<file path="config.mk">
export PLATFORM = sky130hd
export DESIGN_NAME = pingpang_ctrl_flat
export DESIGN_NICKNAME = d
export VERILOG_FILES = /design/src/rtl/pingpang_ctrl_if.sv /design/src/rtl/pingpang_ctrl.sv /design/src/flat_wrapper.sv
export SDC_FILE = /design/constraint.sdc
export NUM_CORES = 1
export LEC_CHECK = 0
export CORE_UTILIZATION = 40
export CTS_CLUSTER_SIZE = 25
export DETAILED_ROUTE_END_ITERATION = 10
export PLACE_DENSITY = 0.72
export SYNTH_ARGS = -nofsm -noshare
export SYNTH_HDL_FRONTEND = slang
export SYNTH_SLANG_ARGS = --single-unit
export TNS_END_PERCENT = 30
</file>
<file path="constraint.sdc">
create_clock -name clk -period 1.6 [get_ports clk]
set_input_delay 0.48 -clock clk [delete_from_list [all_inputs] [get_ports clk]]
set_output_delay 0.48 -clock clk [all_outputs]
set_load 0.01 [all_outputs]
</file>
<file path="src/rtl/pingpang_ctrl_if.sv">
// pingpang_ctrl_if: producer/consumer handshake and bank-steering signals of the ping-pong controller
interface pingpang_ctrl_if #(parameter int AW = 4);
  logic          in_valid, in_ready, wr_en, wr_bank;
  logic          rd_en, rd_bank, out_ready, out_valid, out_last;
  logic [AW-1:0] wr_addr, rd_addr;
  logic [1:0]    bank_full;
  modport master (
    output in_valid, out_ready,
    input  in_ready, wr_en, wr_addr, wr_bank, rd_en, rd_addr, rd_bank, out_valid, out_last, bank_full
  );
  modport slave (
    input  in_valid, out_ready,
    output in_ready, wr_en, wr_addr, wr_bank, rd_en, rd_addr, rd_bank, out_valid, out_last, bank_full
  );
endinterface

</file>
<file path="src/rtl/pingpang_ctrl.sv">
// pingpang_ctrl: steers a write stream into two banks and drains full banks in fill order
module pingpang_ctrl #(
  parameter int DEPTH = 16,
  parameter int AW    = 4
) (
  input logic           clk,
  input logic           rst,
  pingpang_ctrl_if.slave bus
);
  typedef enum logic {IDLE, DRAIN} state_t;
  localparam logic [AW-1:0] LAST = AW'(DEPTH - 1);
  state_t        r_state;
  logic [AW-1:0] r_wr_cnt, r_rd_cnt;
  logic          r_wr_bank, r_rd_bank, r_out_valid, r_out_last;
  logic [1:0]    r_full, w_set, w_clr;
  logic          w_in_ready, w_wr_en, w_rd_en, w_wr_wrap, w_rd_wrap;
  always_comb begin
    w_in_ready = ~r_full[r_wr_bank];
    w_wr_en    = bus.in_valid & w_in_ready;
    w_rd_en    = (r_state == DRAIN) & bus.out_ready;
    w_wr_wrap  = w_wr_en & (r_wr_cnt == LAST);
    w_rd_wrap  = w_rd_en & (r_rd_cnt == LAST);
    w_set      = w_wr_wrap ? (r_wr_bank ? 2'b10 : 2'b01) : 2'b00;
    w_clr      = w_rd_wrap ? (r_rd_bank ? 2'b10 : 2'b01) : 2'b00;
  end
  always_ff @(posedge clk) begin
    if (rst) begin
      r_state     <= IDLE;
      r_wr_cnt    <= '0;
      r_rd_cnt    <= '0;
      r_wr_bank   <= 1'b0;
      r_rd_bank   <= 1'b0;
      r_full      <= 2'b00;
      r_out_valid <= 1'b0;
      r_out_last  <= 1'b0;
    end else begin
      r_full      <= (r_full & ~w_clr) | w_set;
      r_out_valid <= w_rd_en;
      r_out_last  <= w_rd_wrap;
      if (w_wr_en) begin
        r_wr_cnt <= w_wr_wrap ? '0 : r_wr_cnt + 1'b1;
        if (w_wr_wrap) r_wr_bank <= ~r_wr_bank;
      end
      if (r_state == IDLE) begin
        if (r_full[r_rd_bank]) begin
          r_state  <= DRAIN;
          r_rd_cnt <= '0;
        end
      end else if (w_rd_en) begin
        r_rd_cnt <= w_rd_wrap ? '0 : r_rd_cnt + 1'b1;
        if (w_rd_wrap) begin
          r_rd_bank <= ~r_rd_bank;
          r_state   <= IDLE;
        end
      end
    end
  end
  assign bus.in_ready  = w_in_ready;
  assign bus.wr_en     = w_wr_en;
  assign bus.wr_addr   = r_wr_cnt;
  assign bus.wr_bank   = r_wr_bank;
  assign bus.rd_en     = w_rd_en;
  assign bus.rd_addr   = r_rd_cnt;
  assign bus.rd_bank   = r_rd_bank;
  assign bus.out_valid = r_out_valid;
  assign bus.out_last  = r_out_last;
  assign bus.bank_full = r_full;
endmodule
</file>
<file path="src/flat_wrapper.sv">
// flat-port wrapper written by rule: the top's interface ports become plain ports
module pingpang_ctrl_flat 
#(
  parameter int DEPTH = 16,
  parameter int AW    = 4
)
  (clk, rst, bus_in_valid, bus_out_ready, bus_in_ready, bus_wr_en, bus_wr_addr, bus_wr_bank, bus_rd_en, bus_rd_addr, bus_rd_bank, bus_out_valid, bus_out_last, bus_bank_full);
  pingpang_ctrl_if #(.AW(AW)) bus_i ();
  input logic clk;
  input logic rst;
  input wire logic [$bits(bus_i.in_valid)-1:0] bus_in_valid;
  input wire logic [$bits(bus_i.out_ready)-1:0] bus_out_ready;
  output wire logic [$bits(bus_i.in_ready)-1:0] bus_in_ready;
  output wire logic [$bits(bus_i.wr_en)-1:0] bus_wr_en;
  output wire logic [$bits(bus_i.wr_addr)-1:0] bus_wr_addr;
  output wire logic [$bits(bus_i.wr_bank)-1:0] bus_wr_bank;
  output wire logic [$bits(bus_i.rd_en)-1:0] bus_rd_en;
  output wire logic [$bits(bus_i.rd_addr)-1:0] bus_rd_addr;
  output wire logic [$bits(bus_i.rd_bank)-1:0] bus_rd_bank;
  output wire logic [$bits(bus_i.out_valid)-1:0] bus_out_valid;
  output wire logic [$bits(bus_i.out_last)-1:0] bus_out_last;
  output wire logic [$bits(bus_i.bank_full)-1:0] bus_bank_full;
  assign bus_i.in_valid = bus_in_valid;
  assign bus_i.out_ready = bus_out_ready;
  assign bus_in_ready = bus_i.in_ready;
  assign bus_wr_en = bus_i.wr_en;
  assign bus_wr_addr = bus_i.wr_addr;
  assign bus_wr_bank = bus_i.wr_bank;
  assign bus_rd_en = bus_i.rd_en;
  assign bus_rd_addr = bus_i.rd_addr;
  assign bus_rd_bank = bus_i.rd_bank;
  assign bus_out_valid = bus_i.out_valid;
  assign bus_out_last = bus_i.out_last;
  assign bus_bank_full = bus_i.bank_full;
  pingpang_ctrl #(.DEPTH(DEPTH), .AW(AW)) u_core (.clk(clk), .rst(rst), .bus(bus_i));
endmodule
</file>
==> flow_summary.yaml <==
global_routing:
  grt_max_degree: 9
  grt_overflow: 0
  grt_pass1_vias: 637
  grt_use_met1_pct: 21.8
  use_met3_pct: 3.83
  grt_util_all_layers_pct: 18.5
  antenna_found_initial: 0
  grt_pass1_wl_mm: 2.61
  grt.busiest_layer: "met2"
  met2_usage_pct: 31.3
synth:
  ys_types: 28
  ys_seq_elements: 15
  synthMuxAreaShare_pct: 5.15
  async_flop_share_pct: 0
  synth-xor-area-share_pct: 1.29
  yosysSeqAreaShare_pct: 44.1
  yosys.area.top_type_share_pct: 44.1
  synth-simple-area-share_pct: 20.2
  synthTopCellsByArea: "dfxtp_1 44%, a21oi_1 5.1%, inv_1 4.4%, nand2_1 4.4%, ha_1 3.7%"
  synth_nets: 85
  yosys_warnings: 0
  synth_top_cell_by_area: "dfxtp_1"
  yosys_most_used_dff: "dfxtp_1"
  synth-edff-count: 0
  synth.most_common_cell: "dfxtp_1"
  synth_top_family_by_area: "compound AO/OA/AOI/OAI gates"
  synth_compound_area_share_pct: 20.6
  synth_fa_ha_area_share_pct: 3.68
  syn-instance-count: 79
  synthesis.area_um2: 681
  synth_area_per_cell_um2: 8.62
  synth_common_cells: "15 x dfxtp_1, 8 x inv_1, 8 x nand2_1, 7 x a21oi_1, 5 x o21ai_0"
floorplan:
  die_w_um: 43.3
  fp.dieH_um: 43.3
  die_area_um2: 1870
  initial_utilization_pct: 44.2
  rows: 14
  io_pins: 21
  design.core.area_um2: 1540
clock_tree:
  cts-root-buf: "clkbuf_4"
  clockBufferDepth: 2
  cts_htree_levels: 1
  cts_tree: "built"
  clkTransAtPathRegs_ns: 0.09
  cts.sinks: 15
  clk-insertion-delay-late_ns: 0.28
  cts_buffers: 3
sta:
  worstMarginPinSlew_ns: 0.251
  fin_worst_skew_ns: 0.00795
  worst_slack_ns: -0.0480
  setup_violations: 2
  rsz0062_at_grt: "true"
  slew_viol_final: 0
  min_period_ns: 1.65
  finalCritPeriodShare_pct: 103
  fmax_mhz: 607
  timing_hold_violations_final: 0
  fin_setup_tns_ns: -0.0481
  relSlewSlack_pct: 82.8
pwr:
  pwr_density_cell_nw_per_um2: 616
  p_comb_share_pct: 8.5
  intPower_uw: 504
  ir_worst_vdd_mv: 0.384
  p_switching_uw: 144
  p_seq_share_pct: 59.1
  clkPwrFrac_pct: 32.4
  leakage_nw: 0.508
  p_sw_share_pct: 22.2
cells_and_area:
  nets: 127
  n_antenna_cell: 0
  postLayoutCellArea_um2: 1050
  syn_to_final_growth_pct: 54.6
  drive_gt1_share_pct: 29.2
detailed_routing:
  route.final.wire_length_mm: 1.60
  vias_per_cell: 5.32
  ant_nets: 0
  post-route-drc-count: 0
  drt-initial-drc-count: 30
  drt_pass1_iterations: 4
  post_drt_wl_per_cell_um: 11.8
  vias: 724
critical_path:
  cp_data_required_time_ns: 1.12
  crit_fanout: 3
  crit_type: "register to primary output"
  end_kind: "primary output"
  arrival_ns: 1.17
  start_kind: "register"
min_path:
  hold_path_class: "register to register"
place:
  io_buffers: 20
  hpwl_mm: 1.26
  gp_congestion: 0.820
  placed_area_um2: 1020
flow_run:
  max_cap_violations: 0
status:
  violations: "negative setup slack"
  outcome: "finished, violations left"
-- logic make-up after synthesis --
logic type               after synthesis
buffers and inverters                  9
AND/OR/NAND/NOR                       27
AO/OA/AOI/OAI                         22
flip-flops                            15
XOR/XNOR                               1
multiplexers                           3
adder cells (fa/ha/maj)                2
-- flip-flops by register name, summed over array words and instances (netlist names) --
name / count
u_core.bus.rd_bank: 1
u_core.bus.wr_addr: 4
u_core.r_state: 1
u_core.bus.out_last: 1
u_core.bus.bank_full: 2
u_core.bus.out_valid: 1
u_core.bus.wr_bank: 1
u_core.bus.rd_addr: 4
-- cell usage in the layout, fill, tap and decap left out, drive strengths merged, types with 4 or more instances in the layout --
| cell | instances |
|---|---|
| clkbuf | 4 |
| o21ai | 5 |
| nand2 | 8 |
| dlygate4sd2 | 16 |
| nand3 | 4 |
| dfxtp | 15 |
| buf | 21 |
| nor2 | 4 |
| inv | 8 |
| a21oi | 7 |
-- worst max-delay path: stages (launching register included) --
cell and delay (ns):
dfxtp_2 0.35, mux2_4 0.33, nor2_4 0.10, buf_6 0.11
-- timing repair --
action / CTS / global route
hold buffers: 0 / 0
setup endpoints to repair: 19 / 2
buffers inserted: 0 / 1
cloned: 0 / 0
pin swaps: 2 / 1
resized for setup: 37 / 3
-- power by group through the flow --
stage | clock, mW | sequential [mW] | combinational (mW)
floorplan | 0 | 0.392 | 0.0183
global placement | 0 | 0.391 | 0.0548
detailed placement | 0 | 0.391 | 0.0554
CTS | 0.219 | 0.383 | 0.0499
global route | 0.242 | 0.384 | 0.0614
finish | 0.210 | 0.383 | 0.0553
-- worst paths after layout --
kind | startpoint | end | slack, ns | cells after the start
min reg2reg | u_core.bus.rd_addr[0]$_SDFFE_PP0P_ | u_core.bus.rd_addr[0]$_SDFFE_PP0P_ | 0.47 | 1
max | u_core.bus.wr_bank$_SDFFE_PP0P_ | bus_wr_en | -0.05 | 3
max reg2reg | u_core.bus.wr_bank$_SDFFE_PP0P_ | u_core.bus.wr_addr[3]$_SDFFE_PP0P_ | 0.06 | 4
min | u_core.bus.rd_addr[0]$_SDFFE_PP0P_ | u_core.bus.rd_addr[0]$_SDFFE_PP0P_ | 0.47 | 1
-- metrics by stage --
stage	hold WS (ns)	worst slack, ns	power [mW]	util (%)	cells
CTS	0.477	-0.116	0.652	66.9	135
global route	0.493	-0.102	0.687	68.3	136
global placement	0.493	-0.556	0.446	66.5	131
floorplan	0.510	0.126	0.410	-	79
detailed placement	0.508	-0.565	0.447	66.5	131
finish	0.473	-0.0480	0.648	68.3	136
-- layout make-up --
| cell class | instances | area [µm²] |
|---|---|---|
| timing repair buffer | 38 | 313 |
| inverter | 8 | 30.0 |
| tap | 16 | 20.0 |
| multi-input combinational | 55 | 354 |
| sequential | 15 | 309 |
| clock buffer | 4 | 26.3 |
| fill | 150 | 489 |
-- per-layer routing --
metal / part of all wire [%] / vias up / wire length, µm
li1: - / 367 / -
met1: 44 / 321 / 701
met2: 49 / 32 / 788
met3: 5.8 / 4 / 92
met4: 0.94 / 0 / 15
met5: 0 / - / 0
Power figures use the tool's default switching activity.
==> RTL edit 1, RTL diff (same settings) <==
`AW` is set to 4 in 3 places; all go to 3.
--- a/src/rtl/pingpang_ctrl_if.sv
+++ b/src/rtl/pingpang_ctrl_if.sv
@@ -1,3 +1,3 @@
 // pingpang_ctrl_if: producer/consumer handshake and bank-steering signals of the ping-pong controller
-interface pingpang_ctrl_if #(parameter int AW = 4);
+interface pingpang_ctrl_if #(parameter int AW = 3);
   logic          in_valid, in_ready, wr_en, wr_bank;
--- a/src/rtl/pingpang_ctrl.sv
+++ b/src/rtl/pingpang_ctrl.sv
@@ -3,3 +3,3 @@
   parameter int DEPTH = 16,
-  parameter int AW    = 4
+  parameter int AW    = 3
 ) (
--- a/src/flat_wrapper.sv
+++ b/src/flat_wrapper.sv
@@ -4,3 +4,3 @@
   parameter int DEPTH = 16,
-  parameter int AW    = 4
+  parameter int AW    = 3
 )
Ports: changed (resized bus_rd_addr and bus_wr_addr); port bits go from 21 to 19. The function was not compared with the original's and may differ.
==> RTL edit 1 against the original RTL <==
- via count fell by 21%
- worst setup slack gained 0.060 ns
- combinational power down 7.6%
- routed wire length down 19%
- count of clock-buffer cells in the layout stayed put
- synthesized area down 13%
- hold slack improved by 0.024 ns
- cell area is 14% lower
- clock power is 2% lower
- final cell count decreased by 18%
- sequential cell count down 2
- total power down 9.1%
==> RTL edit 1: results (changes against the original RTL) <==
| Metric | Value |
|---|---|
| Global-route wire length before repair | 1970 um (-24%) |
| R2R Setup Slk | 0.24 ns (+0.18 ns) |
| Setup Skew | 0.00334 ns (-0.00462 ns) |
| Post-Synthesis Cells | 63 (-20%) |
| Mean number of vias per cell | 5.18 (-2.7%) |
| Placer Congestion | 0.685 (-16%) |
| Synth top cells by count | 13 x dfxtp_1, 6 x nand3_1, 4 x a21oi_1, 4 x ha_1 |
| Register area share after synthesis | 0.437 (-0.00420) |
| Worst R2R End | u_core.bus.bank_full[1] |
| Hpwl dp | 1010 um (-20%) |
| P_leak | 0.435 nW (-14%) |
| Vias in the first global route | 503 (-21%) |
| Hold depth | 2 (+1) |
| Htree depth | 1 (unchanged) |
| Dpl ws | -0.527 ns (+0.0381 ns) |
| Vias post-DR | 575 (-21%) |
| Outcome | finished, final reports clean |
| Data arrival time of the critical path | 1.11 ns (-0.06 ns) |
| Library cells used by synthesis | 29 (+3.6%) |
| IR drop worst, VDD | 0.433 mV (+13%) |
| Slew HR | 0.751 (-0.0763) |
| CP max FO | 2 (-1) |
| Hold crit path type | reg2reg |
| CTS root buf | clkbuf_4 |
| Routed len/inst | 11.6 um (-1.0%) |
| Hold WS | 0.497 ns (+0.0239 ns) |
| Largest cells by area after synthesis | dfxtp_1 44%, ha_1 8.4%, nand3_1 5.0% |
| Port Buf Inserts | 18 (-10%) |
| Placed cells | 106 (-19%) |
| First DRT Iteration DRCs | 8 (-73%) |
| Syn_nets | 71 (-16%) |
RTL edit 1: layout make-up:
class | instances | area [um2]
clock buffer | 4 | 26.3
fill | 125 | 444
inverter | 2 | 7.51
multi-input combinational | 46 | 322
sequential | 13 | 264
tap | 15 | 18.8
timing repair buffer | 31 | 268
RTL edit 1: repair_timing:
| item | CTS | global route |
|---|---|---|
| gates resized for setup | 31 | 2 |
| setup buffers | 1 | 0 |
| hold buffers | 0 | 0 |
| setup endpoints to repair | 14 | 3 |
| cloned | 0 | 0 |
RTL edit 1: worst max path at each step:
stage	from	end	slack, ns	depth (start not counted)
after floorplan	u_core.bus.wr_bank	bus_wr_en	0.08	2
after global placement	bus_out_ready	bus_rd_en	-0.52	3
after detailed placement	bus_out_ready	bus_rd_en	-0.53	3
after CTS	u_core.bus.wr_bank	bus_wr_en	-0.0001	3
after global routing	u_core.bus.wr_bank	bus_wr_en	-0.04	3
final	u_core.bus.wr_bank	bus_wr_en	0.01	3
RTL edit 1: layer usage:
metal / GRT usage / share of wire / wire length, um
met1: 0.228 / 0.48 / 624
met2: 0.302 / 0.47 / 613
met3: 0.0333 / 0.031 / 40
met4: 0.0750 / 0.0093 / 12
met5: 0 / 0 / 0
RTL edit 1: critical path, stage by stage, from the launching register on:
cell     delay [ns]
dfxtp_2        0.35
mux2i_2        0.23
and2_4         0.18
buf_6          0.09
RTL edit 1: power breakdown:
part / switching, mW / internal [mW] / leakage [nW]
Combinational: 0.0228 / 0.0283 / 0.314
Clock: 0.109 / 0.0964 / 0.0150
Sequential: 0.00410 / 0.328 / 0.106
RTL edit 1: kinds of logic (layout without fill, tap and decap cells):
kind of cell,after synthesis,in the layout,share of synthesized area
and+or+nand+nor,24,24,0.227
AOI/OAI and AO/OA,15,15,0.170
DFF,13,13,0.437
adders and majority gates,4,4,0.0840
buffers and inverters,4,37,0.0273
muxes,2,2,0.0399
xor gates and xnor gates,1,1,0.0147
==> RTL edit 2, RTL diff (same flow settings) <==
Without the edit above. Make the reset (`rst`) asynchronous in one clocked block.
--- a/src/rtl/pingpang_ctrl.sv
+++ b/src/rtl/pingpang_ctrl.sv
@@ -25,3 +25,3 @@
   end
-  always_ff @(posedge clk) begin
+  always_ff @(posedge clk or posedge rst) begin
     if (rst) begin
Function: differs if rst is asserted again (counterexample within 4 cycles, from zero or initial values and one cycle with rst high); with rst held inactive, the same outputs for 10 cycles.
==> RTL edit 2 against the original RTL <==
- the flow still finishes with violations (negative setup slack)
- final cell count is 7.4% lower
- cell area increased by 3.3%
- highest routed layer is now met3
- synthesized area is 5.1% higher
- routed wire length is 1.7% higher
- sequential cell count is the same
- worst setup slack worse by 0.065 ns
- non-clock buffer count decreased by 1
Power is left out: it rests on default switching activity, and per cell area and clock period it moved more than threefold.
==> RTL edit 2: results (changes against the original RTL) <==
| Metric | Value |
|---|---|
| Outcome | finished, violations left |
| Failing checks | negative setup slack |
| Comb_multi_in | 41 (-25%) |
| Design Area, Final | 1090 um2 (+3.3%) |
| Synth top cells by count | 15 x dfrtp_1, 4 x mux2_4 |
| Vias post-DR | 624 (-14%) |
| Non-clock inverter count in the final layout | 5 (-3) |
| Pin count of the biggest net entering global routing | 16 (+7) |
| Hold crit path type | in2async |
| Buffer share of cell area | 0.281 (-0.0165) |
| Final nets | 109 (-14%) |
| CP max-delay cell | dfrtp_1 |
| Placed cells | 117 (-11%) |
| Placed Area | 1040 um2 (+1.1%) |
| Layout clock area frac | 0.0253 (+0.000346) |
| Hpwl dp | 1180 um (-6.3%) |
| Placer Congestion | 0.855 (+4.3%) |
| Ys async rst share | 1.00 (+1.00) |
| Setup Skew | 0.00455 ns (-0.00340 ns) |
| Initial antenna violation count | 0 (unchanged) |
| CLK BUF | 3 (-1) |
| Syn_nets | 67 (-21%) |
| Max incr delay on CP | 0.42 ns (+0.07 ns) |
| Fill count | 133 (-11%) |
| Setup violators final | 4 (+2) |
| Slew HR | 0.843 (+0.0157) |
| Fraction of area in registers | 0.345 (+0.0515) |
| Largest cells by area after synthesis | dfrtp_1 52%, mux2_4 8.4%, ha_1 3.5% |
| Tapcells | 24 (+8) |
| Worst setup margin | -0.113 ns (-0.0649 ns) |
| Ys flop type | dfrtp_1 |
| Number of non-clock buffers | 37 (-2.6%) |
| Multi-input combinational area share | 0.304 (-0.0327) |
| Register area share after synthesis | 0.524 (+0.0833) |
| Global-route wire length before repair | 2710 um (+3.9%) |
| Routed len/inst | 12.9 um (+9.8%) |
| Dpl ws | -0.558 ns (+0.00709 ns) |
| Vias in the first global route | 601 (-5.7%) |
| Mean number of vias per cell | 4.95 (-7.0%) |
| Largest cell class | registers |
==> RTL edit 2: changes by cell type after synthesis, sizes merged, moves of 4 or more <==
cell and delta:
nand2 -4, dfxtp -15, dfrtp +15, a21oi -4
==> RTL edit 2: cell families after synthesis <==
group,share of synthesized area
AO/OA/AOI/OAI,0.126
XOR/XNOR,0.0245
adder cells (fa/ha/maj),0.0350
buffers and inverters,0.0262
flip-flops,0.524
multiplexers,0.117
AND/OR/NAND/NOR,0.147
==> RTL edit 2: worst min-delay path: stages <==
cell and delay (ns):
clkdlybuf4s50_1 0.39, inv_1 0.05, buf_4 0.22
==> RTL edit 2: timing repair <==
item / 4_1_cts / 5_1_grt
gates resized for setup: 33 / 6
gates cloned: 0 / 0
setup endpoints to repair: 17 / 6
setup buffers: 4 / 2
pin swaps: 2 / 1
==> RTL edit 2: path summary, 6_finish.rpt <==
| kind | start | end | slack [ns] | depth (start not counted) |
|---|---|---|---|---|
| hold reg to reg | u_core.bus.rd_addr[1] | u_core.bus.rd_addr[1] | 0.57 | 1 |
| min in group clk | bus_out_ready | u_core.bus.rd_addr[0] | 0.48 | 3 |
| hold / removal | rst | u_core.bus.wr_addr[1] | 0.48 | 3 |
| max in group asynchronous | rst | u_core.bus.bank_full[0] | 0.94 | 3 |
| setup / recovery | u_core.bus.wr_bank | bus_wr_en | -0.11 | 4 |
| setup reg to reg | u_core.bus.wr_bank | u_core.bus.wr_addr[1] | -0.01 | 7 |
==> RTL edit 2: metal layers <==
metal	vias up	routed length (um)	global-route usage
met5	-	0	0
met4	0	0	0.0545
met2	21	813	0.344
li1	304	-	-
met1	299	730	0.241
met3	0	81	0.0367
